==> src/rtl/mem_arb_pkg.sv <==
// Shared types and default constants for the fetch/data memory port arbiter.
package mem_arb_pkg;

    localparam int MEM_LAT_DEF    = 2;
    localparam int STREAK_MAX_DEF = 3;

    // Wide enough for the largest legal latency (4)
    localparam int CNT_W = 3;

    typedef enum logic {
        ST_IDLE,
        ST_BUSY
    } state_t;

    typedef enum logic [1:0] {
        OWN_NONE,
        OWN_IF,
        OWN_DM
    } owner_t;

endpackage

==> src/rtl/arb_streak_guard.sv <==
// Counts consecutive data grants taken while fetch was waiting and forces a
// fetch win once the streak reaches STREAK_MAX (legal values 1 and up).
module arb_streak_guard
    import mem_arb_pkg::*;
#(
    parameter int STREAK_MAX = STREAK_MAX_DEF
) (
    input  logic clock,
    input  logic reset,
    input  logic dm_gnt,
    input  logic if_gnt,
    input  logic if_req,
    output logic force_if
);

    localparam int               SW   = $clog2(STREAK_MAX + 1);
    localparam logic [SW-1:0]    SMAX = SW'(STREAK_MAX);

    logic [SW-1:0] streak;

    always_ff @(posedge clock) begin
        if (!reset) begin
            streak <= '0;
        end else if (if_gnt || (dm_gnt && !if_req)) begin
            streak <= '0;
        end else if (dm_gnt && (streak != SMAX)) begin
            streak <= streak + 1'b1;
        end
    end

    assign force_if = (streak == SMAX);

endmodule

==> src/rtl/mem_port_arbiter.sv <==
// Arbitrates a fetch port and a data port onto one single-port memory with a
// fixed read latency. Define ARB_STARVE_GUARD_EN to add the fetch starvation guard.
module mem_port_arbiter
    import mem_arb_pkg::*;
#(
    parameter int MEM_LAT    = MEM_LAT_DEF,
    parameter int STREAK_MAX = STREAK_MAX_DEF
) (
    input  logic        clock,
    input  logic        reset,
    input  logic        ip_if_req,
    input  logic [9:0]  ip_if_addr,
    output logic        op_if_gnt,
    output logic        op_if_rvalid,
    output logic [31:0] op_if_rdata,
    input  logic        ip_dm_req,
    input  logic        ip_dm_we,
    input  logic [9:0]  ip_dm_addr,
    input  logic [31:0] ip_dm_wdata,
    output logic        op_dm_gnt,
    output logic        op_dm_rvalid,
    output logic [31:0] op_dm_rdata,
    output logic        op_mem_en,
    output logic        op_mem_we,
    output logic [9:0]  op_mem_addr,
    output logic [31:0] op_mem_wdata,
    input  logic [31:0] ip_mem_rdata,
    output logic        op_busy
);

    localparam logic [CNT_W-1:0] LAT_CNT = CNT_W'(MEM_LAT);

    state_t           state;
    owner_t           owner;
    logic             owner_we;
    logic [CNT_W-1:0] cnt;

    logic complete;
    logic can_grant;
    logic force_if;
    logic if_win;
    logic dm_win;

`ifdef ARB_STARVE_GUARD_EN
    arb_streak_guard #(
        .STREAK_MAX (STREAK_MAX)
    ) u_streak_guard (
        .clock    (clock),
        .reset    (reset),
        .dm_gnt   (op_dm_gnt),
        .if_gnt   (op_if_gnt),
        .if_req   (ip_if_req),
        .force_if (force_if)
    );
`else
    assign force_if = 1'b0;
`endif

    // Everything is gated by reset so a low reset silences all outputs at once
    assign complete  = reset && (state == ST_BUSY) && (cnt == LAT_CNT);
    assign can_grant = reset && ((state == ST_IDLE) || complete);

    assign if_win    = ip_if_req && (!ip_dm_req || force_if);
    assign dm_win    = ip_dm_req && !(ip_if_req && force_if);
    assign op_if_gnt = can_grant && if_win;
    assign op_dm_gnt = can_grant && dm_win;

    always_comb begin
        op_mem_en    = 1'b0;
        op_mem_we    = 1'b0;
        op_mem_addr  = '0;
        op_mem_wdata = '0;
        if (op_dm_gnt) begin
            op_mem_en    = 1'b1;
            op_mem_we    = ip_dm_we;
            op_mem_addr  = ip_dm_addr;
            op_mem_wdata = ip_dm_wdata;
        end else if (op_if_gnt) begin
            op_mem_en    = 1'b1;
            op_mem_addr  = ip_if_addr;
        end
    end

    // A new grant in the completion cycle restarts the counter without leaving BUSY
    always_ff @(posedge clock) begin
        if (!reset) begin
            state    <= ST_IDLE;
            owner    <= OWN_NONE;
            owner_we <= 1'b0;
            cnt      <= '0;
        end else if (op_if_gnt || op_dm_gnt) begin
            state    <= ST_BUSY;
            owner    <= op_dm_gnt ? OWN_DM : OWN_IF;
            owner_we <= op_dm_gnt && ip_dm_we;
            cnt      <= CNT_W'(1);
        end else if (complete) begin
            state    <= ST_IDLE;
            owner    <= OWN_NONE;
            owner_we <= 1'b0;
            cnt      <= '0;
        end else if (state == ST_BUSY) begin
            cnt      <= cnt + 1'b1;
        end
    end

    assign op_busy      = reset && (state == ST_BUSY);
    assign op_if_rvalid = complete && (owner == OWN_IF);
    assign op_dm_rvalid = complete && (owner == OWN_DM);
    assign op_if_rdata  = op_if_rvalid ? ip_mem_rdata : '0;
    assign op_dm_rdata  = (op_dm_rvalid && !owner_we) ? ip_mem_rdata : '0;

endmodule

==> config.mk <==
export PLATFORM = sky130hd
export DESIGN_NAME = mem_port_arbiter
export DESIGN_NICKNAME = d
export VERILOG_FILES = /design/src/rtl/mem_arb_pkg.sv /design/src/rtl/arb_streak_guard.sv /design/src/rtl/mem_port_arbiter.sv
export SDC_FILE = /design/constraint.sdc
export NUM_CORES = 1
export LEC_CHECK = 0
export CAP_MARGIN = 20
export CORE_AREA = 2 2 77 79
export DETAILED_ROUTE_END_ITERATION = 7
export DIE_AREA = 0 0 79 81
export PLACE_DENSITY = 0.87
export SLEW_MARGIN = 10
export SYNTH_ARGS = -nofsm -noshare
export SYNTH_HDL_FRONTEND = slang
export SYNTH_SLANG_ARGS = --single-unit
==> constraint.sdc <==
create_clock -name clock -period 3.15 [get_ports clock]
set_input_delay 0.63 -clock clock [delete_from_list [all_inputs] [get_ports clock]]
set_output_delay 0.63 -clock clock [all_outputs]
set_load 0.02 [all_outputs]
* After elaboration in Yosys (flattened, before gate mapping) *
Index checks and enable logic that the tools add are counted.

cells by class
  equality and inequality tests = 3
  muxes and demuxes = 17
  bitwise logic cells = 2
  $add $sub $neg = 1
  reduce and logical (&&, ||, !) cells = 17

operators with widths
  operator             number
  $mux 32              3
  $mux 10              2
  $logic_and 1x1->1    10
  $mux 1               9
  $mux 2               3
  $add 3x1->3 const B  1
  $eq 3x2->1 const B   1
  $reduce_bool 3->1    1
  $reduce_or 3->1      1
  $eq 2x1->1 const B   1
  $eq 2x2->1 const B   1
  $logic_not 1->1      2
  $logic_or 1x1->1     2
  $not 1->1            2
  $reduce_bool 2->1    1

storage, ports and cells
  register bits after elaboration = 7

* Logic depth before layout (Yosys ltp) *
  depth in word-level cells = 7
  mapped depth = 6
  mapped depth without buffers = 5

* Worst setup path after synthesis *
No wires, ideal clock.

  path type = input -> output
  from = in reset
  to = out op_if_rdata[22]
  cell stages on the path = 5
  data required time = 2.520 ns
  slack = 0.791 ns
  arrival = 1.729 ns
  path through = buf_2 > nand4b_2 > nor3b_2 > buf_2 > and2_1

on the way
  cells in the longest elaborated chain, start to end = 4

ends and longest elaborated chain
  element                          RTL line                 source
  start: declaration               mem_port_arbiter.sv:10   input logic reset,
  $logic_and 1x1->1 (2 in series)  mem_port_arbiter.sv:60   assign complete = reset && (state == ST_BUSY) && (cnt == LAT_CNT);
  $logic_and 1x1->1                mem_port_arbiter.sv:107  assign op_if_rvalid = complete && (owner == OWN_IF);
  via op_if_rvalid                 mem_port_arbiter.sv:14   output logic op_if_rvalid,
  $mux 32                          mem_port_arbiter.sv:109  assign op_if_rdata = op_if_rvalid ? ip_mem_rdata : '0;
  end: declaration                 mem_port_arbiter.sv:15   output logic [31:0] op_if_rdata,

The timed path passes the listed nets, and every way through them passes these cells.

* Worst setup path after layout *
  from = in reset
  to = out op_mem_wdata[14]

on the way
  cells in the longest elaborated chain, start to end = 6

ends and longest elaborated chain
  element                          RTL line                source
  $logic_and 1x1->1 (2 in series)  mem_port_arbiter.sv:60
  $logic_or 1x1->1                 mem_port_arbiter.sv:61  assign can_grant = reset && ((state == ST_IDLE) || complete);
  $logic_and 1x1->1 *              mem_port_arbiter.sv:61
  $logic_and 1x1->1 *              mem_port_arbiter.sv:66  assign op_dm_gnt = can_grant && dm_win;
  $mux 32 *                        mem_port_arbiter.sv:73  if (op_dm_gnt) begin
  end: declaration                 mem_port_arbiter.sv:26  output logic [31:0] op_mem_wdata,

Mark *: on every way between the ends. The rest lies on a longest branch, timed or not.

==> results by group <==
Clock tree
  • Number of buffers added by the clock tree synthesis step: 3
  • Clk buf depth: 2
  • Clock-pin transition on the worst setup and hold timing paths: 0.04 ns
  • Root Driver: sky130_fd_sc_hd__clkbuf_8
  • CTS Hold Bufs: 0
  • CTS tree: yes
  • CTS H-tree lvls: 1
  • Number of setup buffers added after CTS: 0
  • Clock insertion delay at the later pin of the skew report: 0.23 ns
  • Number of sinks handled by clock tree synthesis: 7

Global routing
  • GRT Residual Overflow: 0
  • Wire length of the first global-routing pass: 8490 um
  • Initial antenna violation count: 0
  • Number of global-route vias before repair: 1716
  • Global-route usage over all layers: 16.3%
  • Maximum number of pins on one net before global-route repair: 37

Min path
  • Depth of the worst hold-timing path: 2
  • HP Class: register to register

Flow run
  • Number of max-cap violations: 0

Synth
  • Most instantiated cells after synthesis: sky130_fd_sc_hd__and2_1, sky130_fd_sc_hd__nor2_1, sky130_fd_sc_hd__a22oi_1, sky130_fd_sc_hd__clkbuf_1, sky130_fd_sc_hd__dfxtp_1
  • Number of flip-flops and latches in the synthesized netlist: 7
  • Count leader, synth: sky130_fd_sc_hd__and2_1
  • Dominant cells by area after synthesis: sky130_fd_sc_hd__and2_1, sky130_fd_sc_hd__dfxtp_1, sky130_fd_sc_hd__a22oi_1
  • Post-synthesis instance total: 172
  • Fraction of registers with async set/reset: 0%
  • Post-synthesis sequential area ratio: 11.8%
  • Number of distinct library cell variants in the gate-level netlist after synthesis: 30
  • Leading area contributor after synthesis: sky130_fd_sc_hd__and2_1
  • Syn_nets: 263
  • Number of enable flip-flop cells after synthesis: 0
  • Number of warnings printed during yosys synthesis: 0
  • Netlist area before placement: 0.00118 mm2
  • Top-area cell type share of the netlist area: 51.8%
  • Prevailing post-synth register cell: sky130_fd_sc_hd__dfxtp_1
  • Average instance area after synthesis: 6.88 um2

Critical path
  • Kind of start point of the critical path: primary input
  • Endpoint class of the critical path: primary output
  • Number of cells on the worst reg-to-reg path: 6
  • Slowest cell on crit path: sky130_fd_sc_hd__clkdlybuf4s50_1
  • Worst setup path class: primary input to primary output
  • Crit Path Max Fanout: 36
  • Logic depth of the worst path, buffers included: 7
  • Top cell family by delay on the critical path: buffers and inverters
  • Arrival time worst endpoint: 2.45 ns
  • Number of buffers and inverters on the critical path: 4
  • Max stage delay on crit path: 0.61 ns
  • Cell repeated most along the worst path: sky130_fd_sc_hd__clkdlybuf4s50_1
  • CP Data Required Time: 2.52 ns
  • Critical Path, Cell by Cell: clkdlybuf4s50_1, buf_4, nand2_1, a21oi_2, buf_12, and2_1, clkdlybuf4s50_1

Detailed routing
  • First-pass iteration count of the detailed router: 4
  • Ratio of routed vias to standard cells: 4.25
  • Routed WL: 5890 um
  • DRC violation count after routing: 0
  • Antenna violation net count after detailed routing: 0
  • Initial DRC Count: 25
  • Routed len/inst: 13.2 um
  • Vias: 1891

Timing
  • Slew Limit Fails: 0
  • Period minus WS final: 3.08 ns
  • Worst slew pin tran: 0.444 ns
  • Setup repair after global routing missed its margin: no
  • Setup violators final: 0
  • Final worst slack: 0.0717 ns
  • Share of the clock period used by the worst path after layout: 97.7%
  • Hold Fails Final Rpt: 0
  • Worst clock skew: 0.00177 ns
  • Highest clock rate: 325 MHz
  • Max_slew headroom: 70.4%

Floorplanning
  • Die height: 81 um
  • Row Count: 28
  • Starting Density: 20.9%
  • Area of the die: 0.00640 mm2
  • Floorplan core area: 0.00568 mm2
  • Die boundary width: 79 um
  • IO Pins: 202

Power
  • Power per cell area: 141 mW/mm2
  • Clock network fraction of total power: 26.1%
  • Total power draw: 0.000482 W
  • Net switching power: 0.000137 W
  • Reg power frac: 21.4%
  • Proportion of total power due to net switching: 28.3%
  • Leakage: 2.25 nW
  • Internal power summed over all cells: 0.000345 W
  • Portion of total power attributed to combinational logic: 52.5%
  • Maximum vdd drop: 0.258 mV

Place
  • Last weighted congestion value of the routability-driven placer: 0.785
  • Worst slack at placement: -0.0701 ns
  • DP HPWL: 4840 um
  • Number of port buffers: 201

Finish
  • Count of antenna diodes in the layout: 0
  • Layout cell share with drive strength beyond 1: 4.05%
  • Layout-stage area growth over the synthesis result: 188%
  • Net count, final: 462

Status
  • Result of the run: completed
[worst reg2reg max path, cell delays in order, from the launching register on]
cell and delay [ns]:
sky130_fd_sc_hd__dfxtp_1 0.37, sky130_fd_sc_hd__inv_1 0.06, sky130_fd_sc_hd__ha_1 0.25, sky130_fd_sc_hd__nand2b_1 0.12
sky130_fd_sc_hd__a21oi_2 0.08, sky130_fd_sc_hd__buf_12 0.18, sky130_fd_sc_hd__a22o_1 0.22
[flip-flops by register name, summed over array words and instances, names as in the netlist]
register,count
owner,2
owner_we,1
cnt,3
state,1
[logic make-up (layout without fill, tap and decap cells)]
kind of cell,after synthesis,in the layout,share of synthesized area [%]
compound gates,21,21,13.6
xor+xnor,1,1,0.740
fa+ha+maj,2,2,2.11
buf+inv,16,214,5.81
flops,7,7,11.8
mux,1,1,0.951
simple gates,124,124,64.9
[path summary, 6_finish.rpt]
check,startpoint,slack (ns),endpoint
setup / recovery,reset,0.07,op_mem_wdata[14]
hold / removal,cnt[1]$_SDFFE_PP0P_,0.51,cnt[1]$_SDFFE_PP0P_
setup reg to reg,cnt[0]$_SDFFE_PN0P_,1.75,owner_we$_SDFFE_PN0P_
hold reg to reg,cnt[1]$_SDFFE_PP0P_,0.51,cnt[1]$_SDFFE_PP0P_
[through the flow]
stage / instances / utilization (%) / TNS [ns] / instance area [um2] / hold WS (ns)
after floorplan: 172 / - / 0 / 1180 / 0.475
after global placement: 441 / 58.5 / -0.414 / 3320 / 0.483
after detailed placement: 441 / 58.5 / -1.73 / 3320 / 0.496
after CTS: 445 / 58.2 / 0 / 3300 / 0.503
after global routing: 445 / 60.1 / 0 / 3410 / 0.554
final: 445 / 60.1 / 0 / 3410 / 0.509
[power groups by stage]
stage          combinational (W)  sequential [W]  clock, W
2_1_floorplan          0.0000853        0.000101         0
3_3_place_gp            0.000253        0.000104         0
3_5_place_dp            0.000256        0.000104         0
4_1_cts                 0.000257        0.000103  0.000131
5_1_grt                 0.000271        0.000105  0.000137
6_report                0.000253        0.000103  0.000126
[final cells by class]
type                       instances  area (um2)
inverter                           2        7.51
multi-input combinational        149         981
tap                               75        93.8
clock buffer                       4        45.0
fill                             516        2270
sequential                         7         140
timing repair buffer             208        2140
[routing by layer]
metal	track usage [%]	up-vias	share of wire, %
li1	-	947	-
met4	1.90	0	0.54
met1	17.8	848	37
met2	31.6	92	54
met3	5.22	4	8.4
met5	0	-	0
[cell usage in the layout (no fill, tap or decap), types with 2 or more instances in the layout]
master,instances
sky130_fd_sc_hd__nor2_1,14
sky130_fd_sc_hd__dlymetal6s2s_1,40
sky130_fd_sc_hd__nand2_1,3
sky130_fd_sc_hd__dfxtp_1,7
sky130_fd_sc_hd__inv_1,2
sky130_fd_sc_hd__clkdlybuf4s50_1,113
sky130_fd_sc_hd__clkbuf_8,3
sky130_fd_sc_hd__buf_4,4
sky130_fd_sc_hd__nor2b_1,3
sky130_fd_sc_hd__a22oi_1,10
sky130_fd_sc_hd__ha_1,2
sky130_fd_sc_hd__buf_12,3
sky130_fd_sc_hd__and2_1,98
sky130_fd_sc_hd__dlygate4sd2_1,48
[timing repair]
item,CTS,global route
gates cloned,0,0
hold endpoints to repair,0,0
gates resized for setup,48,41
endpoints found under the setup margin,64,40
pin swaps,1,0
No activity file was read; power rests on OpenSTA's default activity.
